[src/rtl/sha256_msg_sequencer_pkg.sv]
// Purpose : shared encodings and constants for the SHA-256 message sequencer.
// Latency : n/a (types, constants and one pure helper function).
// Backpress: n/a.
// Contents: state_t FSM encoding, idx_t schedule index, PAD_WORD, length slot indices.
package sha256_pkg;

   localparam int BLOCK_WORDS = 16;
   localparam int IDX_W       = $clog2(BLOCK_WORDS);

   typedef logic [IDX_W-1:0] idx_t;

   localparam logic [31:0] PAD_WORD   = 32'h8000_0000;
   localparam idx_t        IDX_LEN_HI = idx_t'(14);
   localparam idx_t        IDX_LEN_LO = idx_t'(15);

   typedef enum logic [2:0] {
      ST_IDLE,
      ST_DATA,
      ST_PAD,
      ST_ZERO,
      ST_LEN_HI,
      ST_LEN_LO,
      ST_WAIT_CORE
   } state_t;

   // Phase that follows a pad/zero word emitted at 'idx': the length pair
   // must start exactly at IDX_LEN_HI, everything before it is zero fill.
   function automatic state_t fill_next(input idx_t idx);
      return (idx == IDX_LEN_HI - idx_t'(1)) ? ST_LEN_HI : ST_ZERO;
   endfunction

endpackage

[src/rtl/sha256_msg_sequencer_if.sv]
// Purpose : message-in / schedule-out bundle between producer, sequencer and SHA-256 core.
// Latency : n/a (wiring only).
// Backpress: IN_READY gates input transfers; the core side has no backpressure.
// Ports   : master = producer + core side, slave = sequencer side.
interface sha256_msg_sequencer_if;
   import sha256_pkg::*;

   logic [31:0] IN_WORD;
   logic        IN_VALID;
   logic        IN_LAST;
   logic        IN_READY;
   logic [31:0] OUT_WORD;
   logic        OUT_VALID;
   idx_t        OUT_IDX;
   logic        BLK_START;
   logic        BLK_LAST;
   logic        CORE_DONE;
   logic        BUSY;

   modport master (
      output IN_WORD, IN_VALID, IN_LAST, CORE_DONE,
      input  IN_READY, OUT_WORD, OUT_VALID, OUT_IDX, BLK_START, BLK_LAST, BUSY
   );

   modport slave (
      input  IN_WORD, IN_VALID, IN_LAST, CORE_DONE,
      output IN_READY, OUT_WORD, OUT_VALID, OUT_IDX, BLK_START, BLK_LAST, BUSY
   );

endinterface

[src/rtl/sha256_msg_sequencer_len_counter.sv]
// Purpose : 32-bit accepted-word counter, presented as the two SHA-256 length words.
// Latency : count updates on the clock after inc_i; length words are combinational from it.
// Backpress: none; clr_i has priority over inc_i.
// Ports   : clk, rst_n, clr_i, inc_i -> len_hi_o {27'b0,cnt[31:27]}, len_lo_o {cnt[26:0],5'b0}.
module sha256_len_counter (
   input  logic        clk,
   input  logic        rst_n,
   input  logic        clr_i,
   input  logic        inc_i,
   output logic [31:0] len_hi_o,
   output logic [31:0] len_lo_o
);

   logic [31:0] cnt_q, cnt_d;

   // Wraps silently at 2^32 words; longer messages are out of scope.
   always_comb begin
      cnt_d = cnt_q;
      if (clr_i) begin
         cnt_d = '0;
      end else if (inc_i) begin
         cnt_d = cnt_q + 32'd1;
      end
   end

   always_ff @(posedge clk or negedge rst_n) begin
      if (!rst_n) begin
         cnt_q <= '0;
      end else begin
         cnt_q <= cnt_d;
      end
   end

   // Bit length = words * 32, split across the high and low length words.
   assign len_hi_o = {27'b0, cnt_q[31:27]};
   assign len_lo_o = {cnt_q[26:0], 5'b0};

endmodule

[src/rtl/sha256_msg_sequencer.sv]
// Purpose : turns a word stream into padded, length-terminated 16-word SHA-256 blocks.
// Latency : accepted word -> OUT_VALID 1 cycle later; padding/length words one per cycle.
// Backpress: IN_READY low while padding or waiting on CORE_DONE; core side never stalls.
// Ports   : C clock, R async active-low reset, bus (slave modport) carries stream + schedule.
module sha256_msg_sequencer
   import sha256_pkg::*;
(
   input  logic                   C,
   input  logic                   R,
   sha256_msg_sequencer_if.slave  bus
);

   state_t state_q, state_d;
   state_t resume_q, resume_d;
   idx_t   idx_q, idx_d;
   logic   final_q, final_d;
   logic   busy_q, busy_d;

   logic [31:0] out_word_q;
   logic        out_valid_q;
   idx_t        out_idx_q;
   logic        blk_start_q;
   logic        blk_last_q;

   logic        in_ready;
   logic        emit;
   logic [31:0] emit_word;
   logic        emit_last;
   logic        fin_done;
   logic        cnt_inc;
   state_t      nxt;
   logic [31:0] len_hi, len_lo;

   sha256_len_counter u_len_counter (
      .clk      (C),
      .rst_n    (R),
      .clr_i    (fin_done),
      .inc_i    (cnt_inc),
      .len_hi_o (len_hi),
      .len_lo_o (len_lo)
   );

   // Only IDLE and DATA consume input; IDLE always starts at idx 0 so both
   // states share the same accept path.
   assign in_ready = (state_q == ST_IDLE) || (state_q == ST_DATA);

   always_comb begin
      state_d   = state_q;
      resume_d  = resume_q;
      idx_d     = idx_q;
      final_d   = final_q;
      busy_d    = busy_q;
      emit      = 1'b0;
      emit_word = '0;
      emit_last = 1'b0;
      fin_done  = 1'b0;
      cnt_inc   = 1'b0;
      nxt       = ST_IDLE;

      case (state_q)
         ST_IDLE, ST_DATA: begin
            if (bus.IN_VALID) begin
               emit      = 1'b1;
               emit_word = bus.IN_WORD;
               cnt_inc   = 1'b1;
               busy_d    = 1'b1;
               nxt       = bus.IN_LAST ? ST_PAD : ST_DATA;
            end
         end
         ST_PAD: begin
            emit      = 1'b1;
            emit_word = PAD_WORD;
            nxt       = fill_next(idx_q);
         end
         ST_ZERO: begin
            emit      = 1'b1;
            emit_word = '0;
            nxt       = fill_next(idx_q);
         end
         ST_LEN_HI: begin
            emit      = 1'b1;
            emit_word = len_hi;
            nxt       = ST_LEN_LO;
         end
         ST_LEN_LO: begin
            emit      = 1'b1;
            emit_word = len_lo;
            emit_last = 1'b1;
            nxt       = ST_IDLE;
         end
         ST_WAIT_CORE: begin
            if (bus.CORE_DONE) begin
               idx_d = '0;
               if (final_q) begin
                  state_d  = ST_IDLE;
                  final_d  = 1'b0;
                  busy_d   = 1'b0;
                  fin_done = 1'b1;
               end else begin
                  state_d = resume_q;
               end
            end
         end
         default: begin
            state_d = ST_IDLE;
         end
      endcase

      // A word in the last slot closes the block: park in WAIT_CORE and
      // remember which phase to pick up at idx 0 of the next block.
      if (emit) begin
         idx_d = idx_q + idx_t'(1);
         if (idx_q == IDX_LEN_LO) begin
            state_d  = ST_WAIT_CORE;
            resume_d = nxt;
            final_d  = emit_last;
         end else begin
            state_d = nxt;
         end
      end
   end

   always_ff @(posedge C or negedge R) begin
      if (!R) begin
         state_q  <= ST_IDLE;
         resume_q <= ST_IDLE;
         idx_q    <= '0;
         final_q  <= 1'b0;
         busy_q   <= 1'b0;
      end else begin
         state_q  <= state_d;
         resume_q <= resume_d;
         idx_q    <= idx_d;
         final_q  <= final_d;
         busy_q   <= busy_d;
      end
   end

   // Registered core-side outputs: word and index hold between strobes,
   // index returns to 0 once the final block is retired.
   always_ff @(posedge C or negedge R) begin
      if (!R) begin
         out_word_q  <= '0;
         out_valid_q <= 1'b0;
         out_idx_q   <= '0;
         blk_start_q <= 1'b0;
         blk_last_q  <= 1'b0;
      end else begin
         out_valid_q <= emit;
         blk_start_q <= emit && (idx_q == '0);
         blk_last_q  <= emit_last;
         if (emit) begin
            out_word_q <= emit_word;
            out_idx_q  <= idx_q;
         end else if (fin_done) begin
            out_idx_q  <= '0;
         end
      end
   end

   assign bus.IN_READY  = in_ready;
   assign bus.OUT_WORD  = out_word_q;
   assign bus.OUT_VALID = out_valid_q;
   assign bus.OUT_IDX   = out_idx_q;
   assign bus.BLK_START = blk_start_q;
   assign bus.BLK_LAST  = blk_last_q;
   assign bus.BUSY      = busy_q;

endmodule

[src/flat_wrapper.sv]
// flat-port wrapper written by rule: the top's interface ports become plain ports
module sha256_msg_sequencer_flat import sha256_pkg::*;
  (C, R, bus_IN_WORD, bus_IN_VALID, bus_IN_LAST, bus_CORE_DONE, bus_IN_READY, bus_OUT_WORD, bus_OUT_VALID, bus_OUT_IDX, bus_BLK_START, bus_BLK_LAST, bus_BUSY);
  sha256_msg_sequencer_if bus_i ();
  input  logic C;
  input  logic R;
  input wire logic [$bits(bus_i.IN_WORD)-1:0] bus_IN_WORD;
  input wire logic [$bits(bus_i.IN_VALID)-1:0] bus_IN_VALID;
  input wire logic [$bits(bus_i.IN_LAST)-1:0] bus_IN_LAST;
  input wire logic [$bits(bus_i.CORE_DONE)-1:0] bus_CORE_DONE;
  output wire logic [$bits(bus_i.IN_READY)-1:0] bus_IN_READY;
  output wire logic [$bits(bus_i.OUT_WORD)-1:0] bus_OUT_WORD;
  output wire logic [$bits(bus_i.OUT_VALID)-1:0] bus_OUT_VALID;
  output wire logic [$bits(bus_i.OUT_IDX)-1:0] bus_OUT_IDX;
  output wire logic [$bits(bus_i.BLK_START)-1:0] bus_BLK_START;
  output wire logic [$bits(bus_i.BLK_LAST)-1:0] bus_BLK_LAST;
  output wire logic [$bits(bus_i.BUSY)-1:0] bus_BUSY;
  assign bus_i.IN_WORD = bus_IN_WORD;
  assign bus_i.IN_VALID = bus_IN_VALID;
  assign bus_i.IN_LAST = bus_IN_LAST;
  assign bus_i.CORE_DONE = bus_CORE_DONE;
  assign bus_IN_READY = bus_i.IN_READY;
  assign bus_OUT_WORD = bus_i.OUT_WORD;
  assign bus_OUT_VALID = bus_i.OUT_VALID;
  assign bus_OUT_IDX = bus_i.OUT_IDX;
  assign bus_BLK_START = bus_i.BLK_START;
  assign bus_BLK_LAST = bus_i.BLK_LAST;
  assign bus_BUSY = bus_i.BUSY;
  sha256_msg_sequencer u_core (.C(C), .R(R), .bus(bus_i));
endmodule
[config.mk]
export PLATFORM = sky130hd
export DESIGN_NAME = sha256_msg_sequencer_flat
export DESIGN_NICKNAME = d
export VERILOG_FILES = /design/src/rtl/sha256_msg_sequencer_pkg.sv /design/src/rtl/sha256_msg_sequencer_if.sv /design/src/rtl/sha256_msg_sequencer_len_counter.sv /design/src/rtl/sha256_msg_sequencer.sv /design/src/flat_wrapper.sv
export SDC_FILE = /design/constraint.sdc
export NUM_CORES = 1
export LEC_CHECK = 0
export ABC_AREA = 0
export CORE_MARGIN = 3
export CORE_UTILIZATION = 47
export DETAILED_ROUTE_END_ITERATION = 12
export GPL_ROUTABILITY_DRIVEN = 0
export PLACE_DENSITY = 0.82
export SLEW_MARGIN = 20
export SYNTH_ARGS = -nofsm -noshare
export SYNTH_HDL_FRONTEND = slang
export SYNTH_HIERARCHICAL = 1
export SYNTH_SLANG_ARGS = --single-unit
[constraint.sdc]
create_clock -name C -period 2.7 [get_ports C]
set_input_delay 0.405 -clock C [delete_from_list [all_inputs] [get_ports C]]
set_output_delay 0.405 -clock C [all_outputs]
set_load 0.01 [all_outputs]
==> flow_summary.ini, run 1 <==
[grt]
grt_overflow = 0
grt_use_met3_pct = 3.299
grt_max_degree = 53
use_met2_pct = 34.55
grt.busiest_layer = met2
grt_pass1_vias = 3942
antenna_found_initial = 0
grt_pass1_wl_mm = 18.91
use_met1_pct = 26.33
grt_use_total_pct = 20.25

[cells_and_area]
area_delta_synth_final_pct = 20.26
layout-drive-gt1-share_pct = 14.24
nNetsFinal = 610
diodes = 0
stdcell_area_um2 = 5868

[logic_synthesis]
synthSimpleGateAreaFrac_pct = 19.36
ys_seq_elements = 83
ys_types = 56
ys.flop_type = dfrtp_1
synth_top_family_by_area = compound AO/OA/AOI/OAI gates
synth-compound-area-share_pct = 22.10
synth_xor_area_share_pct = 1.974
syn-cell-area_um2 = 4880
synthAdderAreaFrac_pct = 2.308
synth_edf_count = 0
synthMuxAreaShare_pct = 1.128
async_flop_share_pct = 100.0
syn_area_per_cell_um2 = 9.858
syn_inst = 495
synth_top_cells_by_area = dfrtp_1 43%, a221oi_2 8.6%, buf_4 5.4%, nand2_1 4.2%, and2_1 4.1%
synth_top_area_cell = dfrtp_1
netlist.area_leader.share_pct = 42.56
yosysSeqAreaShare_pct = 42.56
yosysWarnings = 6

[sta]
period_needed_ns = 2.556
whs_ns = 0.1015
finClkSkew_ns = 0.008797
period_share_pct = 94.68
fin_tns_setup_ns = 0
hold_viol_final = 0
finalSetupViolCount = 0
fmax_mhz = 391.2
rsz0062_at_grt = no
worstMarginPinSlew_ns = 0.7943
slew_viol_final = 0
slew_headroom_pct = 47.04
setup_slack_ns = 0.1436

[clock_tree]
cts_hold_buf = 0
clkLatencyLatePin_ns = 0.34
cts.sinks = 83
cts_root_buffer = clkbuf_8
htreeDepth = 3
cts.reportedPaths.clkPinSlew_ns = 0.08
clock_path_buffers = 2
cts_buffers = 9
cts_tree = built

[critical_path]
cp-end-kind = flip-flop
critPathLaunchType = flip-flop
reg2reg_depth = 6
reg2reg_from = u_core/state_q[1]$_DFFE_PN0P_
critPathKind = flip-flop to flip-flop
cp_max_fo = 13
r2r_end = u_core/u_len_counter/cnt_q[25]$_DFFE_PN0P_
cp.required_ns = 2.96
critPathLaunch = u_core/state_q[1]$_DFFE_PN0P_
reg2reg_setup_slack_ns = 0.14
arrival_ns = 2.82

[place]
port_buffers = 77
place_area_um2 = 5660
place_hpwl_mm = 8.049
place_ws_ns = -0.08253

[floorplanning]
die_h_um = 107.9
ioPinCount = 78
die_area_um2 = 11640
core_um2 = 9955
die-width_um = 107.9
start_util_pct = 49.02
row_count = 36

[routing]
vias_per_cell = 5.470
wirelength_mm = 11.35
drt_drc_violations_left = 0
drt_iter0_drc = 245
ant_nets = 0
vias = 3840
wl_per_cell_um = 16.17
drt_pre_antenna_iters = 5

[power_and_ir_drop]
power_density_nw_per_um2 = 774.4
p_total_mw = 4.544
ir_worst_vdd_uv = 381.8
p_leak_nw = 2.423

[run_status]
status = finished clean

[run]
maxCapViolations = 0

[min_path]
min_path_type = input pin to asynchronous set/reset pin
-- critical path, cell delays in order, from the launching register on --
cell       delay (ns)
dfrtp_2          0.50
and3b_2          0.29
and3_1           0.30
o2111ai_4        0.16
or3_4            0.49
or4_1            0.55
a21oi_1          0.19
-- Yosys cell counts (all sizes together), types with 3 or more instances --
cell type	count
a221oi	32
and2	32
nor4	4
nand3	10
nand2	54
o22ai	4
and3	3
nand3b	3
xor2	4
buf	48
o21ai	52
clkbuf	19
o31ai	13
inv	15
a21oi	23
or4	13
xnor2	7
nor2	15
and4	4
nor3	4
ha	9
dfrtp	83
or3	10
nand4	6
mux2	4
-- final cells by class --
cell class	instances	area, um2
repair buffers	94	920.9
clock inverters	2	35.03
clock buffers	14	162.7
inverters	15	58.81
multi-input cells	361	2445
well taps	133	166.4
flip-flops and latches	83	2079
fillers	865	4086
-- placed cells by master, fill, tap and decap left out, types with 3 or more instances in the layout --
master	n
clkdlybuf4s50_1	76
ha_1	8
nor2_1	14
nand3_1	10
o21ai_1	30
nor3_1	4
and4_1	4
nand2_1	54
or4_1	13
o31ai_1	12
a21oi_1	23
clkbuf_8	11
nor4_1	4
a221oi_1	4
clkbuf_1	3
o22ai_1	4
a221oi_2	28
xnor2_1	7
mux2_2	4
dfrtp_1	81
o21ai_0	22
xor2_1	4
conb_1	32
or3_1	8
inv_1	12
and2_1	31
buf_4	16
nand3b_1	3
nand4_1	5
-- report_power, final --
group	total [mW]	internal, mW	switching, mW
logic	1.84	0.853	0.987
registers	1.79	1.52	0.274
clock network	0.911	0.479	0.432
-- stage by stage --
step / util [%] / instances
global route: 58.95 / 702
global placement: 56.86 / 686
floorplan: - / 526
CTS: 58.85 / 702
detailed placement: 56.86 / 686
finish: 58.95 / 702
-- registers in the layout, indices dropped and copies added, names as in the netlist --
signal                      count
u_core/bus.BLK_START            1
u_core/bus.BLK_LAST             1
u_core/u_len_counter/cnt_q     32
u_core/bus.BUSY                 1
u_core/bus.OUT_VALID            1
u_core/bus.OUT_IDX              4
u_core/idx_q                    4
u_core/resume_q                 3
u_core/bus.OUT_WORD            32
u_core/final_q                  1
u_core/state_q                  3
-- logic make-up (layout without fill, tap and decap cells) --
| group | after synthesis | in the layout |
|---|---|---|
| other | 1 | 32 |
| buffers and inverters | 82 | 125 |
| and+or+nand+nor | 167 | 167 |
| AOI/OAI and AO/OA | 137 | 137 |
| muxes | 5 | 5 |
| adders and majority gates | 9 | 9 |
| xor gates and xnor gates | 11 | 11 |
| DFF | 83 | 83 |
-- layer usage --
layer | part of all wire (%) | routed length (um)
met5 | 0 | 0
met2 | 51 | 5754
met1 | 43 | 4915
met4 | 1.6 | 178
met3 | 4.4 | 505
-- worst max-delay path by stage --
stage | to | slack (ns) | cells past startpoint
after detailed placement | u_core/u_len_counter/cnt_q[25]$_DFFE_PN0P_ | -0.08 | 6
after global placement | u_core/u_len_counter/cnt_q[29]$_DFFE_PN0P_ | 0.04 | 6
after global routing | u_core/u_len_counter/cnt_q[25]$_DFFE_PN0P_ | 0.04 | 6
after CTS | u_core/u_len_counter/cnt_q[25]$_DFFE_PN0P_ | 0.03 | 6
final | u_core/u_len_counter/cnt_q[25]$_DFFE_PN0P_ | 0.14 | 6
after floorplan | u_core/u_len_counter/cnt_q[27]$_DFFE_PN0P_ | 0.02 | 11
-- repair_timing --
| action | in CTS | in global routing |
|---|---|---|
| endpoints found under the setup margin | 0 | 13 |
| resized for setup | 0 | 2 |
| setup buffers | 0 | 0 |
Power figures use the tool's default switching activity.
==> inputs of run 2 (changes only) <==
--- a/config.mk
+++ b/config.mk
@@ -6,10 +6,12 @@
 export NUM_CORES = 1
 export LEC_CHECK = 0
 export ABC_AREA = 0
+export CAP_MARGIN = 20
 export CORE_MARGIN = 3
 export CORE_UTILIZATION = 47
 export DETAILED_ROUTE_END_ITERATION = 12
 export GPL_ROUTABILITY_DRIVEN = 0
+export GPL_TIMING_DRIVEN = 0
 export PLACE_DENSITY = 0.82
 export SLEW_MARGIN = 20
 export SYNTH_ARGS = -nofsm -noshare
==> run 2 against run 1 <==
  * Worst hold slack improved by 0.39 ns
  * Cell count rose by 8.0%
  * Die area did not move
  * Core utilization rose by 4.1 points
  * Global-route usage rose by 1.5 points
  * Register-to-register slack got worse by 0.09 ns
  * Non-clock buffer count rose by 56
  * Sequential cell count did not move
  * Wire length rose by 5.9%
  * First-iteration DRC count fell by 18%
  * Critical path type unchanged
  * Largest power group unchanged
  * Highest routed layer unchanged
==> flow_summary.ini, run 2 (synthesized netlist as in run 1, its figures left out) <==
[grt]
grt_use_met3_pct = 3.839
grt_overflow = 0
grt_pass1_wl_mm = 20.11
grt_use_total_pct = 21.76
use_met2_pct = 37.88
grt.busiest_layer = met2
grt_pass1_vias = 4253
use_met1_pct = 27.26
grt_max_degree = 56
antenna_found_initial = 0

[sta]
finalSetupViolCount = 0
rsz0062_at_grt = no
fmax_mhz = 378.1
slew_viol_final = 0
worstMarginPinSlew_ns = 0.7420
setup_slack_ns = 0.05504
slew_headroom_pct = 50.54
finClkSkew_ns = 0.009553
hold_viol_final = 0
period_share_pct = 97.96
period_needed_ns = 2.645
whs_ns = 0.4931

[cells_and_area]
layout-drive-gt1-share_pct = 19.68
final_common_cell = dfrtp_1
fill_cells = 830
area_delta_synth_final_pct = 28.59
final_cell_mix = 81 x dfrtp_1, 76 x clkdlybuf4s50_1, 54 x nand2_1
nNetsFinal = 666
layout.cells.non_filler = 758
diodes = 0

[routing]
vias_per_cell = 5.504
ant_nets = 0
vias = 4172
wirelength_mm = 12.02
wl_per_cell_um = 15.86
drt_drc_violations_left = 0
drt_iter0_drc = 202
drt_pre_antenna_iters = 5

[clock_tree]
cts.reportedPaths.clkPinSlew_ns = 0.09
clkLatencyLatePin_ns = 0.36
cts_root_buffer = clkbuf_8
cts_buffers = 9
clock_path_buffers = 2
htreeDepth = 3
cts_tree = built
cts.sinks = 83

[critical_path]
slowest_delay_ns = 0.44
arrival_ns = 2.87
worstPathCellList = inv_4, ha_4, and2_1, buf_6, buf_12, o2111ai_4, or3_1, clkbuf_4, buf_2, o31ai_1, a21oi_1
slowest_stage = dfrtp_2
critPathLaunchType = flip-flop
cp.required_ns = 2.92
reg2reg_depth = 11
cp_max_fo = 15
cp-end-kind = flip-flop
critPathKind = flip-flop to flip-flop

[place]
place_hpwl_mm = 8.468
port_buffers = 77
place_ws_ns = -0.5180
place_inst = 737

[floorplanning]
die_h_um = 107.9
die_area_um2 = 11640
ioPinCount = 78
die-width_um = 107.9
row_count = 36
start_util_pct = 49.02
core_um2 = 9955

[min_path]
whs_path_depth = 2
min_path_type = flip-flop to flip-flop

[power_and_ir_drop]
p_clk_share_pct = 21.0
p_sw_mw = 1.759
comb_power_share_pct = 41.9
p_seq_share_pct = 37.1
ir_worst_vdd_uv = 318.4
p_int_mw = 2.935
p_leak_nw = 2.662
swShare_pct = 37.47
p_total_mw = 4.693
power_density_nw_per_um2 = 748.0

[run]
maxCapViolations = 0

[run_status]
status = finished clean
run 2: changes by cell type in the layout (fill, tap and decap cells not counted), sizes merged:
cell         before  now
bufinv            1    2
clkinvlp          0    3
clkbuf           14   27
clkinv            1    2
dlygate4sd3       0    1
buf              18   55
run 2: timing repair:
| action | in CTS | in global routing |
|---|---|---|
| hold buffers | 1 | 0 |
| endpoints found under the hold margin | 28 | 0 |
| pin swaps | 2 | 0 |
| gates resized for setup | 10 | 1 |
| cloned | 0 | 0 |
| endpoints found under the setup margin | 19 | 12 |
| buffers inserted | 7 | 0 |
run 2: worst max-delay path: cells and delay by family, from the launching register on:
family | cells | cell delay, ns
compound gates | 3 | 0.57
fa+ha+maj | 1 | 0.16
buf+inv | 5 | 0.80
flops | 1 | 0.44
simple gates | 2 | 0.51
run 2: final cells by class:
type	instances	area, um2	share of cell area (%)
tap	133	166.4	2.652
timing repair buffer	86	858.3	13.68
multi-input combinational	361	2429	38.70
inverter	15	58.81	0.9372
sequential	83	2079	33.14
clock buffer	9	123.9	1.974
clock inverter	7	92.59	1.476
buffer	64	466.7	7.438
run 2: path summary, 6_finish.rpt:
| kind | start | endpoint | slack, ns |
|---|---|---|---|
| max | u_core/state_q[1]$_DFFE_PN0P_ | u_core/u_len_counter/cnt_q[31]$_DFFE_PN0P_ | 0.06 |
| min | u_core/bus.OUT_WORD[3]$_DFFE_PN0P_ | u_core/bus.OUT_WORD[3]$_DFFE_PN0P_ | 0.49 |
| max reg2reg | u_core/state_q[1]$_DFFE_PN0P_ | u_core/u_len_counter/cnt_q[31]$_DFFE_PN0P_ | 0.06 |
| min reg2reg | u_core/bus.OUT_WORD[3]$_DFFE_PN0P_ | u_core/bus.OUT_WORD[3]$_DFFE_PN0P_ | 0.49 |
| max in group asynchronous | R | u_core/state_q[2]$_DFFE_PN0P_ | 1.58 |
| min in group asynchronous | R | u_core/bus.OUT_WORD[20]$_DFFE_PN0P_ | 0.51 |
run 2: power by group through the flow:
stage                     combinational [mW]  clock, mW  sequential, mW
final                                   1.97      0.985            1.74
after global routing                    2.15       1.06            1.78
after CTS                               1.96       1.00            1.74
after detailed placement                1.88          0            1.79
after global placement                  1.82          0            1.77
after floorplan                         1.02          0            1.83
run 2: layer usage:
metal,vias up,share of wire [%]
met3,13,5.1
li1,1979,-
met1,2044,43
met4,0,1.2
met2,136,50
met5,-,0
run 2: metrics by stage:
stage / instance area, um2 / utilization (%) / TNS [ns]
floorplan: 5020 / - / 0
global placement: 5957 / 59.84 / -151.06
detailed placement: 5982 / 60.09 / -8.235
CTS: 6279 / 63.07 / 0
global route: 6275 / 63.03 / 0
finish: 6275 / 63.03 / 0
